$ cat src/rtl/hazard_stall_ctrl.sv
// Pipeline sequencing controller: load-use stalls, taken-branch flushes and
// multi-cycle EX waits, plus a saturating count of front-end stall cycles.
module hazard_stall_ctrl #(
   parameter int unsigned MC_LAT = 4,
   parameter int unsigned CNT_W  = 32
) (
   input  logic             clk,
   input  logic             reset,
   input  logic [4:0]       ifid_rs1,
   input  logic [4:0]       ifid_rs2,
   input  logic [4:0]       idex_rd,
   input  logic             idex_mem_read,
   input  logic             branch_taken,
   input  logic             mc_start,
   output logic             PC_Write,
   output logic             IFID_Write,
   output logic             IFID_Flush,
   output logic             IDEX_Write,
   output logic             IDEX_Bubble,
   output logic             EXMEM_Bubble,
   output logic             mc_busy,
   output logic [CNT_W-1:0] stall_cycles
);

   typedef enum logic [0:0] {
      RUN     = 1'b0,
      MC_WAIT = 1'b1
   } state_t;

   localparam logic [7:0] MC_INIT = 8'(MC_LAT - 1);

   state_t             state_q, state_d;
   logic [7:0]         mc_cnt_q, mc_cnt_d;
   logic [CNT_W-1:0]   stall_cycles_q, stall_cycles_d;
   logic               load_use_s;
   logic               pc_write_s, ifid_write_s, ifid_flush_s;
   logic               idex_write_s, idex_bubble_s, exmem_bubble_s, mc_busy_s;

   // x0 is hardwired to zero, so a load targeting it never creates a dependency.
   assign load_use_s = idex_mem_read && (idex_rd != 5'd0) &&
                       ((idex_rd == ifid_rs1) || (idex_rd == ifid_rs2));

   // Next-state, counter and output decode.
   always_comb begin
      state_d        = state_q;
      mc_cnt_d       = mc_cnt_q;
      pc_write_s     = 1'b1;
      ifid_write_s   = 1'b1;
      ifid_flush_s   = 1'b0;
      idex_write_s   = 1'b1;
      idex_bubble_s  = 1'b0;
      exmem_bubble_s = 1'b0;
      mc_busy_s      = 1'b0;
      if (reset) begin
         pc_write_s    = 1'b0;
         ifid_write_s  = 1'b0;
         ifid_flush_s  = 1'b1;
         idex_bubble_s = 1'b1;
      end else begin
         case (state_q)
            RUN: begin
               if (branch_taken) begin
                  ifid_flush_s  = 1'b1;
                  idex_bubble_s = 1'b1;
               end else if (load_use_s && !mc_start) begin
                  pc_write_s    = 1'b0;
                  ifid_write_s  = 1'b0;
                  idex_bubble_s = 1'b1;
               end else begin
                  pc_write_s    = 1'b1;
               end
               if (mc_start) begin
                  state_d  = MC_WAIT;
                  mc_cnt_d = MC_INIT;
               end else begin
                  state_d  = RUN;
               end
            end
            MC_WAIT: begin
               pc_write_s     = 1'b0;
               ifid_write_s   = 1'b0;
               idex_write_s   = 1'b0;
               exmem_bubble_s = 1'b1;
               mc_busy_s      = 1'b1;
               mc_cnt_d       = mc_cnt_q - 8'd1;
               if (mc_cnt_q == 8'd1) begin
                  state_d = RUN;
               end else begin
                  state_d = MC_WAIT;
               end
            end
            default: begin
               state_d  = RUN;
               mc_cnt_d = 8'd0;
            end
         endcase
      end
      // Saturate instead of wrapping so a long run never reports a small count.
      if (!reset && !pc_write_s && (stall_cycles_q != {CNT_W{1'b1}})) begin
         stall_cycles_d = stall_cycles_q + {{(CNT_W-1){1'b0}}, 1'b1};
      end else begin
         stall_cycles_d = stall_cycles_q;
      end
   end

   // State registers with synchronous reset.
   always_ff @(posedge clk) begin
      if (reset) begin
         state_q        <= RUN;
         mc_cnt_q       <= 8'd0;
         stall_cycles_q <= {CNT_W{1'b0}};
      end else begin
         state_q        <= state_d;
         mc_cnt_q       <= mc_cnt_d;
         stall_cycles_q <= stall_cycles_d;
      end
   end

   assign PC_Write     = pc_write_s;
   assign IFID_Write   = ifid_write_s;
   assign IFID_Flush   = ifid_flush_s;
   assign IDEX_Write   = idex_write_s;
   assign IDEX_Bubble  = idex_bubble_s;
   assign EXMEM_Bubble = exmem_bubble_s;
   assign mc_busy      = mc_busy_s;
   assign stall_cycles = stall_cycles_q;

endmodule

$ cat config.mk
export PLATFORM = sky130hd
export DESIGN_NAME = hazard_stall_ctrl
export DESIGN_NICKNAME = d
export VERILOG_FILES = /design/src/rtl/hazard_stall_ctrl.sv
export SDC_FILE = /design/constraint.sdc
export NUM_CORES = 1
export LEC_CHECK = 0
export ABC_CLOCK_PERIOD_IN_PS = 2100
export CAP_MARGIN = 30
export CORE_MARGIN = 3
export CORE_UTILIZATION = 30
export CTS_CLUSTER_DIAMETER = 150
export CTS_CLUSTER_SIZE = 40
export DETAILED_ROUTE_END_ITERATION = 16
export GPL_ROUTABILITY_DRIVEN = 0
export PLACE_DENSITY = 0.65
export RECOVER_POWER = 100
export SLEW_MARGIN = 20
export SYNTH_ARGS = -nofsm -noshare
export SYNTH_HDL_FRONTEND = slang
export SYNTH_SLANG_ARGS = --single-unit
$ cat constraint.sdc
create_clock -name clk -period 2.1 [get_ports clk]
set_input_delay 0.21 -clock clk [delete_from_list [all_inputs] [get_ports clk]]
set_output_delay 0.21 -clock clk [all_outputs]
set_load 0.05 [all_outputs]
## Word-level counts from Yosys, hierarchy flattened

Cells that the tools add are included.

| word-level totals | value |
|---|---|
| flip-flop bits (word level) | 41 |
| bits in latches | 0 |
| bits in writable memories | 0 |
| bits in read-only memories | 0 |
| output and inout bits | 39 |
| word-level logic and storage cells | 41 |
| memories kept | 0 |

| cells by class | value |
|---|---|
| add/subtract/negate cells | 2 |
| multipliers | 0 |
| div/mod/pow operators | 0 |
| order comparisons | 0 |
| equality and inequality tests | 5 |
| shifts and indexed selects | 0 |
| muxes and demuxes | 20 |
| bitwise operators | 1 |
| reductions and logical operators | 10 |

Operator list:

| kind | number |
|---|---|
| 32-bit by 1-bit adder with 32-bit output, second input constant | 1 |
| 32-bit != test, second input constant | 1 |
| 1-bit 2-to-1 mux | 16 |
| 8-bit case mux with 2 select lines | 1 |
| 5-bit equality test | 2 |
| 8-bit by 1-bit equality test with 1-bit output, second input constant | 1 |
| 8-bit 2-to-1 mux | 1 |
| 8-bit by 1-bit subtractor with 8-bit output, second input constant | 1 |
| 1-bit logical AND | 5 |
| 5-bit nonzero test | 1 |
| 1-bit case mux with 2 select lines | 2 |
| 1-bit logical NOT | 3 |
| 2-bit != test, second input constant | 1 |
| 1-bit logical OR | 1 |
| 1-bit inverter | 1 |

## Logic depth before layout (Yosys ltp)

Gate-level depths: netlist of the first run.

| depth | value |
|---|---|
| depth after elaboration | 11 |
| mapped depth | 10 |
| depth with buffers taken out | 7 |

## Worst setup path before layout of the first run

Ideal clock, no wire load.

| timing | value |
|---|---|
| kind | reg-to-reg |
| from | register stall_cycles_q[6] (netlist: stall_cycles[6]) |
| to | register stall_cycles_q[29] (netlist: stall_cycles[29]) |
| setup time | 0.121 ns |
| arrival time | 2.520 ns |
| path slack | -0.540 ns |
| stages on the path, launching flop included | 7 |
| path buffers | 1 |
| path through | dfxtp_1 > nand4_2 > or3_1 > or3_4 > buf_6 > nor4_1 > mux2_2 |

| on the way | value |
|---|---|
| word-level cells in the longest chain between the ends | 2 |

Ends and longest elaborated chain:

| item | RTL line | source |
|---|---|---|
| from (decl) | 34 | `logic [CNT_W-1:0] stall_cycles_q, stall_cycles_d;` |
| from (signal assigned) | 111 | `stall_cycles_q <= {CNT_W{1'b0}};` |
| from (signal assigned) | 115 | `stall_cycles_q <= stall_cycles_d;` |
| branches (longest 2 deep; another with 32-bit by 1-bit adder with 32-bit output) | - |  |

Parallel ways; which one is timed is not known.
A chain may end at the register's enable or synchronous reset.

## Worst setup path in the final report of the first run

| timing | value |
|---|---|
| from | register stall_cycles_q[8] (netlist: stall_cycles[8]) |
| to | register stall_cycles_q[1] (netlist: stall_cycles[1]) |

| on the way | value |
|---|---|
| word-level cells in the longest chain between the ends | 2 |

Ends and longest elaborated chain:

| item | RTL line | source |
|---|---|---|
| 32-bit != test | 99 | `if (!reset && !pc_write_s && (stall_cycles_q != {CNT_W{1'b1}})) begin` |
| 1-bit logical AND | 99 |  |

No other way between the ends.

==> results.md, run 1 <==
* Final setup vio count at 13
* Clock buffer depth at 2
* Yosys warning total at 0
* Mean Syn Cell Area at 8.265 µm²
* Vias at 2571
* Number of buffers created by CTS at 5
* Post-DRT Antenna Nets at 0
* Syn-to-layout area delta at 74.39%
* CTS root buf: clkbuf_8
* Yosys reg bits at 41
* Register share of total power at 0.414
* Crit. End Element: flip-flop
* CTS tree: yes
* Post-Syn Area at 2306 µm²
* Total grt overflow at 0
* # rows at 31
* Final Cycle Share at 1.027
* Height of the die at 93.67 µm
* Number of flops mapped to enable cells by yosys at 0
* DP Area at 3481 µm²
* Post-route cell area at 4021 µm²
* Final Hold Vio Count at 0
* Wire length on met1 at 3286 µm
* PnR worst setup slack at -0.05752 ns
* Min Tclk post-route at 2.158 ns
* Psw at 0.4949 mW
* Placed cells at 473
* Met3 WL at 477 µm
* CP startpoint kind: flip-flop
* Max_cap viols at 0
* Skew final at 0.01012 ns
* Highest Signal Layer: met4
* Top Ports at 59
* First-pass GRT wire length at 11650 µm
* Metal2 WL at 3540 µm
* # DRC at 0
* Vias in the first global route at 2416
* Most common cell after layout, fill and taps aside: buf_4
* Total GRT Usage at 0.1635
* DRT Pass-1 Iters at 4
* Hold buffers post-CTS at 0
* CP Data Arrival Time at 2.33 ns
* Syn Inst Count at 279
* Layout cell share with drive strength beyond 1 at 0.4066
* RSZ-0062 raised after global routing: true
* WL final at 7366 µm
* H-Tree Depth at 2
* P per Cell Area at 474.3 nW/µm²
* Sequential area share after synthesis at 0.3559
* Crit path kind: reg2reg
* Critical-path maximum fanout at 7
* Avg WL per Cell at 14.88 µm
* VDD IR max at 0.3047 mV
* Worst slew pin tran at 0.5267 ns
* Status: finished with violations
* Relative slew slack at 0.6488
* Synth async-reset ratio at 0
* Die ar. at 8774 µm²
* Synth Flop Type: dfxtp_1
* CTS clk-pin slew, worst paths at 0.09 ns
* Most frequent cells in the layout: buf_4, clkdlybuf4s50_1, nor2_1, nand2_1, a21oi_1
* Post-layout net count at 418
* Largest net degree at the start of global routing at 48
* R2R Setup Slk at -0.06 ns
* Sw Ratio at 0.2595
* Ant. Diodes at 0
* Initial antenna violation count at 0
* Clk sinks at 41
* DRT iter0 DRCs at 119
* Setup TNS at -0.3119 ns
* Clock share of power at 0.410
* Die width at 93.67 µm
* Internal power at 1.413 mW
* Failing checks: negative setup slack
* Min-delay worst type: reg2reg
* Leakage dissipation at 1.581 nW
* Total chip power at 1.908 mW
* Final Instance Count excl. Fillers at 495
* Count of different cell masters after synthesis at 45
* DP HPWL at 4927 µm
* Via density at 5.194
* Syn_nets at 302
* # port buffers at 58
* Required time worst endpoint at 2.27 ns
* Max Clk Rate at 0.4635 GHz
* Initial Util at 0.3129
* Hold_ws at 0.4686 ns
* Core box area at 7370 µm²
* Worst-Skew Late Latency at 0.30 ns
* Fin. max-slew vios at 0
* Logic pwr share at 0.176
-- area by class of cell --
class	instances	area [µm²]
fill	674	3348
multi-input combinational	211	1608
timing repair buffer	123	1209
sequential	41	894.6
tap	99	123.9
clock buffer	5	68.82
clock inverter	3	68.82
inverter	13	48.80
-- timing repair --
action / CTS / global route
endpoints found under the setup margin: 31 / 32
buffers inserted: 4 / 6
gates cloned: 2 / 2
resized for setup: 25 / 38
endpoints found under the hold margin: 0 / 0
pin swaps: 11 / 29
-- routing by layer --
metal,vias up,GRT usage
met4,0,0.03490
met5,-,0
met3,7,0.04006
met2,76,0.2758
li1,1263,-
met1,1225,0.2117
-- worst paths after layout --
check,start,to,depth (start not counted)
max,stall_cycles[8],stall_cycles[1],8
min,mc_cnt_q[7],mc_cnt_q[7],2
max reg2reg,stall_cycles[8],stall_cycles[1],8
min reg2reg,mc_cnt_q[7],mc_cnt_q[7],2
-- flip-flops by register name (all words and copies together) (netlist names) --
| signal | count |
|---|---|
| stall_cycles | 32 |
| state_q | 1 |
| mc_cnt_q | 8 |
-- cell families (layout without fill, tap and decap cells) --
family,Yosys count,in the layout,synth area share
compound gates,58,58,0.1650
xor+xnor,13,13,0.04938
fa+ha+maj,3,3,0.01628
buf+inv,28,144,0.06186
flops,41,41,0.3559
mux,10,10,0.04829
simple gates,126,127,0.3033
-- cell usage after synthesis (all sizes together) (2+ instances only) --
cell / number / share of area
o21ai: 6 / 0.013
nor4: 5 / 0.019
nand4: 7 / 0.022
or3: 5 / 0.016
inv: 13 / 0.021
nor3: 10 / 0.022
a21oi: 22 / 0.048
dfxtp: 41 / 0.36
and4: 3 / 0.011
o21a: 4 / 0.013
xor2: 11 / 0.042
buf: 8 / 0.029
o41ai: 5 / 0.019
nor2: 28 / 0.046
o31ai: 9 / 0.029
or4b: 3 / 0.013
or4: 10 / 0.033
and3: 4 / 0.011
nand2b: 2 / 0.0054
a311oi: 2 / 0.0076
xnor2: 2 / 0.0076
mux2: 9 / 0.044
nand3: 20 / 0.043
nand2: 17 / 0.028
a211oi: 3 / 0.0098
nor2b: 8 / 0.022
ha: 3 / 0.016
clkbuf: 7 / 0.011
o311ai: 2 / 0.0076
-- through the flow --
stage	utilization	setup slack (ns)
final	0.5457	-0.05752
after global routing	0.5457	-0.1007
after CTS	0.5119	-0.08953
after detailed placement	0.4723	-0.5861
after global placement	0.4723	-0.5435
after floorplan	-	-0.1406
-- power by group through the flow --
stage | registers (mW) | clock network, mW | logic (mW)
2_1_floorplan | 0.810 | 0 | 0.155
6_report | 0.789 | 0.783 | 0.336
4_1_cts | 0.789 | 0.802 | 0.316
5_1_grt | 0.792 | 0.832 | 0.364
3_3_place_gp | 0.807 | 0 | 0.289
3_5_place_dp | 0.807 | 0 | 0.292
-- critical path, stage by stage, from the launching register on --
cell     delay [ns]
dfxtp_4        0.37
nand4_4        0.11
or3_4          0.43
nor4_4         0.34
or3_4          0.26
buf_12         0.15
buf_12         0.11
mux2i_2        0.19
nor2_1         0.05
(Power assumes the default switching activity.)
==> run 2: changes to the inputs <==
--- a/config.mk
+++ b/config.mk
@@ -5,6 +5,7 @@
 export SDC_FILE = /design/constraint.sdc
 export NUM_CORES = 1
 export LEC_CHECK = 0
+export ABC_AREA = 1
 export ABC_CLOCK_PERIOD_IN_PS = 2100
 export CAP_MARGIN = 30
 export CORE_MARGIN = 3
@@ -13,7 +14,7 @@
 export CTS_CLUSTER_SIZE = 40
 export DETAILED_ROUTE_END_ITERATION = 16
 export GPL_ROUTABILITY_DRIVEN = 0
-export PLACE_DENSITY = 0.65
+export PLACE_DENSITY = 0.64
 export RECOVER_POWER = 100
 export SLEW_MARGIN = 20
 export SYNTH_ARGS = -nofsm -noshare
==> results.md, run 2 <==
* Status: finished clean (was finished with violations)
* Mean Syn Cell Area at 6.094 µm² (was 8.265 µm²)
* Via density at 4.956 (was 5.194)
* Count of different cell masters after synthesis at 28 (was 45)
* CP startpoint kind: input pin (was flip-flop)
* Min Tclk post-route at 1.938 ns (was 2.158 ns)
* Post-Syn Area at 2815 µm² (was 2306 µm²)
* Yosys reg bits at 41 (unchanged)
* Register share of total power at 0.477 (was 0.414)
* Sw Ratio at 0.2857 (was 0.2595)
* Initial antenna violation count at 0 (unchanged)
* Clk sinks at 41 (unchanged)
* CTS clk-pin slew, worst paths at 0.08 ns (was 0.09 ns)
* Worst slew pin tran at 0.6391 ns (was 0.5267 ns)
* Synth area leader: dfxtp_1 (unchanged)
* Post-route cell area at 3660 µm² (was 4021 µm²)
* CTS tree: yes (unchanged)
* First-pass GRT wire length at 13980 µm (was 11650 µm)
* Final setup vio count at 0 (was 13)
* # port buffers at 58 (unchanged)
* DRT iter0 DRCs at 178 (was 119)
* Most common cell after layout, fill and taps aside: nand2_1 (was buf_4)
* Internal power at 1.204 mW (was 1.413 mW)
* Largest net degree at the start of global routing at 34 (was 48)
* Worst path slowest cell: clkdlybuf4s50_1 (was or3_4)
* Sequential area share after synthesis at 0.2916 (was 0.3559)
* Top cell by count, worst path: nor2_1
* Met2 usage at 0.2632 (was 0.2758)
* Skew final at 0.008243 ns (was 0.01012 ns)
* Most frequent cells in the layout: nand2_1, nor2_1, dfxtp_1, inv_1, a21oi_1 (was buf_4, clkdlybuf4s50_1, nor2_1, nand2_1, a21oi_1)
* Layout cell share with drive strength beyond 1 at 0.07414 (was 0.4066)
* Final Util at 0.4097 (was 0.5457)
* Number of buffers created by CTS at 5 (unchanged)
* Initial Util at 0.3151 (was 0.3129)
* # rows at 34 (was 31)
* Largest register FFs at 32 (unchanged)
* Synth async-reset ratio at 0 (unchanged)
* # DRC at 0 (unchanged)
* GR Util met3 at 0.02503 (was 0.04006)
* Critical-path maximum fanout at 5 (was 7)
* Crit path kind: in2out (was reg2reg)
* Crit path largest cell delay at 0.54 ns (was 0.43 ns)
* CTS root buf: clkbuf_8 (unchanged)
* Yosys top cell area share at 0.2916 (was 0.3559)
* PnR worst setup slack at 0.1621 ns (was -0.05752 ns)
* Psw at 0.4815 mW (was 0.4949 mW)
* Crit-path cells: clkdlybuf4s50_1 -> nor2_1 -> nor2_1 -> nor2_1 -> nand3_1 -> nand2_1 -> nand2_1 -> nand2_2 -> a21oi_2 -> buf_12 (was nand4_4 -> or3_4 -> nor4_4 -> or3_4 -> buf_12 -> buf_12 -> mux2i_2 -> nor2_1)
* Vias at 3142 (was 2571)
* CP Data Arrival Time at 1.73 ns (was 2.33 ns)
* RSZ-0062 raised after global routing: false (was true)
* P per Cell Area at 460.5 nW/µm² (was 474.3 nW/µm²)
* Post-DRT Antenna Nets at 0 (unchanged)
* Final Cycle Share at 0.9228 (was 1.027)
* Number of flops mapped to enable cells by yosys at 0 (unchanged)
* Logic pwr share at 0.179 (was 0.176)
* Syn-to-layout area delta at 30.00% (was 74.39%)
* DP Area at 3625 µm² (was 3481 µm²)
* DRT Pass-1 Iters at 5 (was 4)
* Clock share of power at 0.344 (was 0.410)
* GRT Max-Usage Layer: met2 (unchanged)
* Height of the die at 102.9 µm (was 93.67 µm)
* Fin. max-slew vios at 0 (unchanged)
* Hold buffers post-CTS at 0 (unchanged)
* Max_cap viols at 0 (unchanged)
* Total chip power at 1.685 mW (was 1.908 mW)
* WL final at 8464 µm (was 7366 µm)
* Synth Flop Type: dfxtp_1 (unchanged)
* Total GRT Usage at 0.1636 (was 0.1635)
* Core box area at 8934 µm² (was 7370 µm²)
* Setup TNS at 0 ns (was -0.3119 ns)
* Post-layout net count at 548 (was 418)
* Die ar. at 10580 µm² (was 8774 µm²)
* H-Tree Depth at 2 (unchanged)
* Dominant cells by area after synthesis: dfxtp_1, nand2_1, nor2_1, nand4_1, a21oi_1 (was dfxtp_1, a21oi_1, nor2_1, mux2_2, nand3_1)
* Avg WL per Cell at 13.35 µm (was 14.88 µm)
* Total grt overflow at 0 (unchanged)
* Most frequent cells after synthesis: nand2_1, nor2_1, dfxtp_1, a21oi_1, inv_1 (was dfxtp_1, nor2_1, a21oi_1, nand3_1, nand2_1)
* Clock buffer depth at 2 (unchanged)
* Worst-Skew Late Latency at 0.30 ns (about the same)
* Syn_nets at 485 (was 302)
* Min-delay worst type: reg2reg (unchanged)
* Final Hold Vio Count at 0 (unchanged)
* Ant. Diodes at 0 (unchanged)
* Required time worst endpoint at 1.89 ns (was 2.27 ns)
* Vias in the first global route at 2872 (was 2416)
* VDD IR max at 0.2866 mV (was 0.3047 mV)
* Leakage dissipation at 1.495 nW (was 1.581 nW)
* Yosys warning total at 0 (unchanged)
* Max Clk Rate at 0.5160 GHz (was 0.4635 GHz)
* Syn Inst Count at 462 (was 279)
* Met1 Usage GRT at 0.2247 (was 0.2117)
* Pre-CTS setup slack at 0.1206 ns (was -0.5861 ns)
* DP HPWL at 6559 µm (was 4927 µm)
* Die width at 102.9 µm (was 93.67 µm)
* Top Ports at 59 (unchanged)
* Crit. End Element: primary output (was flip-flop)
* Count leader, synth: nand2_1 (was dfxtp_1)
* Relative slew slack at 0.5758 (was 0.6488)
## run 2: cell families after synthesis
kind of cell	count (synthesis)	synth area share
AO/OA/AOI/OAI	45	0.08445
XOR/XNOR	17	0.05289
adder cells (fa/ha/maj)	3	0.01333
buffers and inverters	56	0.08889
flip-flops	41	0.2916
AND/OR/NAND/NOR	300	0.4689
## run 2: layout make-up
| class | count | area [µm²] |
|---|---|---|
| Clock inverter | 1 | 5.005 |
| Fill cell | 964 | 5274 |
| Multi-Input combinational cell | 365 | 1748 |
| Inverter | 37 | 138.9 |
| Sequential cell | 41 | 823.3 |
| Clock buffer | 7 | 96.34 |
| Timing Repair Buffer | 75 | 713.2 |
| Tap cell | 108 | 135.1 |
## run 2: worst paths after layout
| kind | end | cells after the start | startpoint | slack (ns) |
|---|---|---|---|---|
| worst max-delay path | PC_Write | 10 | idex_rd[0] | 0.16 |
| worst min-delay path | mc_cnt_q[6] | 2 | mc_cnt_q[6] | 0.48 |
| worst max register to register | stall_cycles[20] | 10 | stall_cycles[1] | 0.22 |
| worst min register to register | mc_cnt_q[6] | 2 | mc_cnt_q[6] | 0.48 |
## run 2: routing by layer
layer	wire, µm	vias to the layer above
li1	-	1621
met1	4080	1426
met2	3818	77
met3	369	18
met4	196	0
met5	0	-
## run 2: worst max-delay path: cells and delay by family
kind / cells / cell delay [ns]
compound gates: 1 / 0.29
buf+inv: 2 / 0.72
simple gates: 7 / 0.51
## run 2: timing repair
action | CTS | global route
buffers inserted | 0 | 2
resized for setup | 0 | 1
endpoints found under the setup margin | 0 | 14
## run 2: power by group through the flow
stage          registers (mW)  clock network [mW]  logic (mW)
3_3_place_gp            0.822                   0       0.323
4_1_cts                 0.804               0.597       0.329
5_1_grt                 0.807               0.621       0.332
6_report                0.804               0.579       0.302
3_5_place_dp            0.822                   0       0.328
2_1_floorplan           0.827                   0       0.186
## run 2: stage by stage
step,hold slack (ns),instances
6_report,0.4765,634
5_1_grt,0.5054,634
4_1_cts,0.4778,632
3_5_place_dp,0.4649,624
3_3_place_gp,0.4626,624
2_1_floorplan,0.3991,462
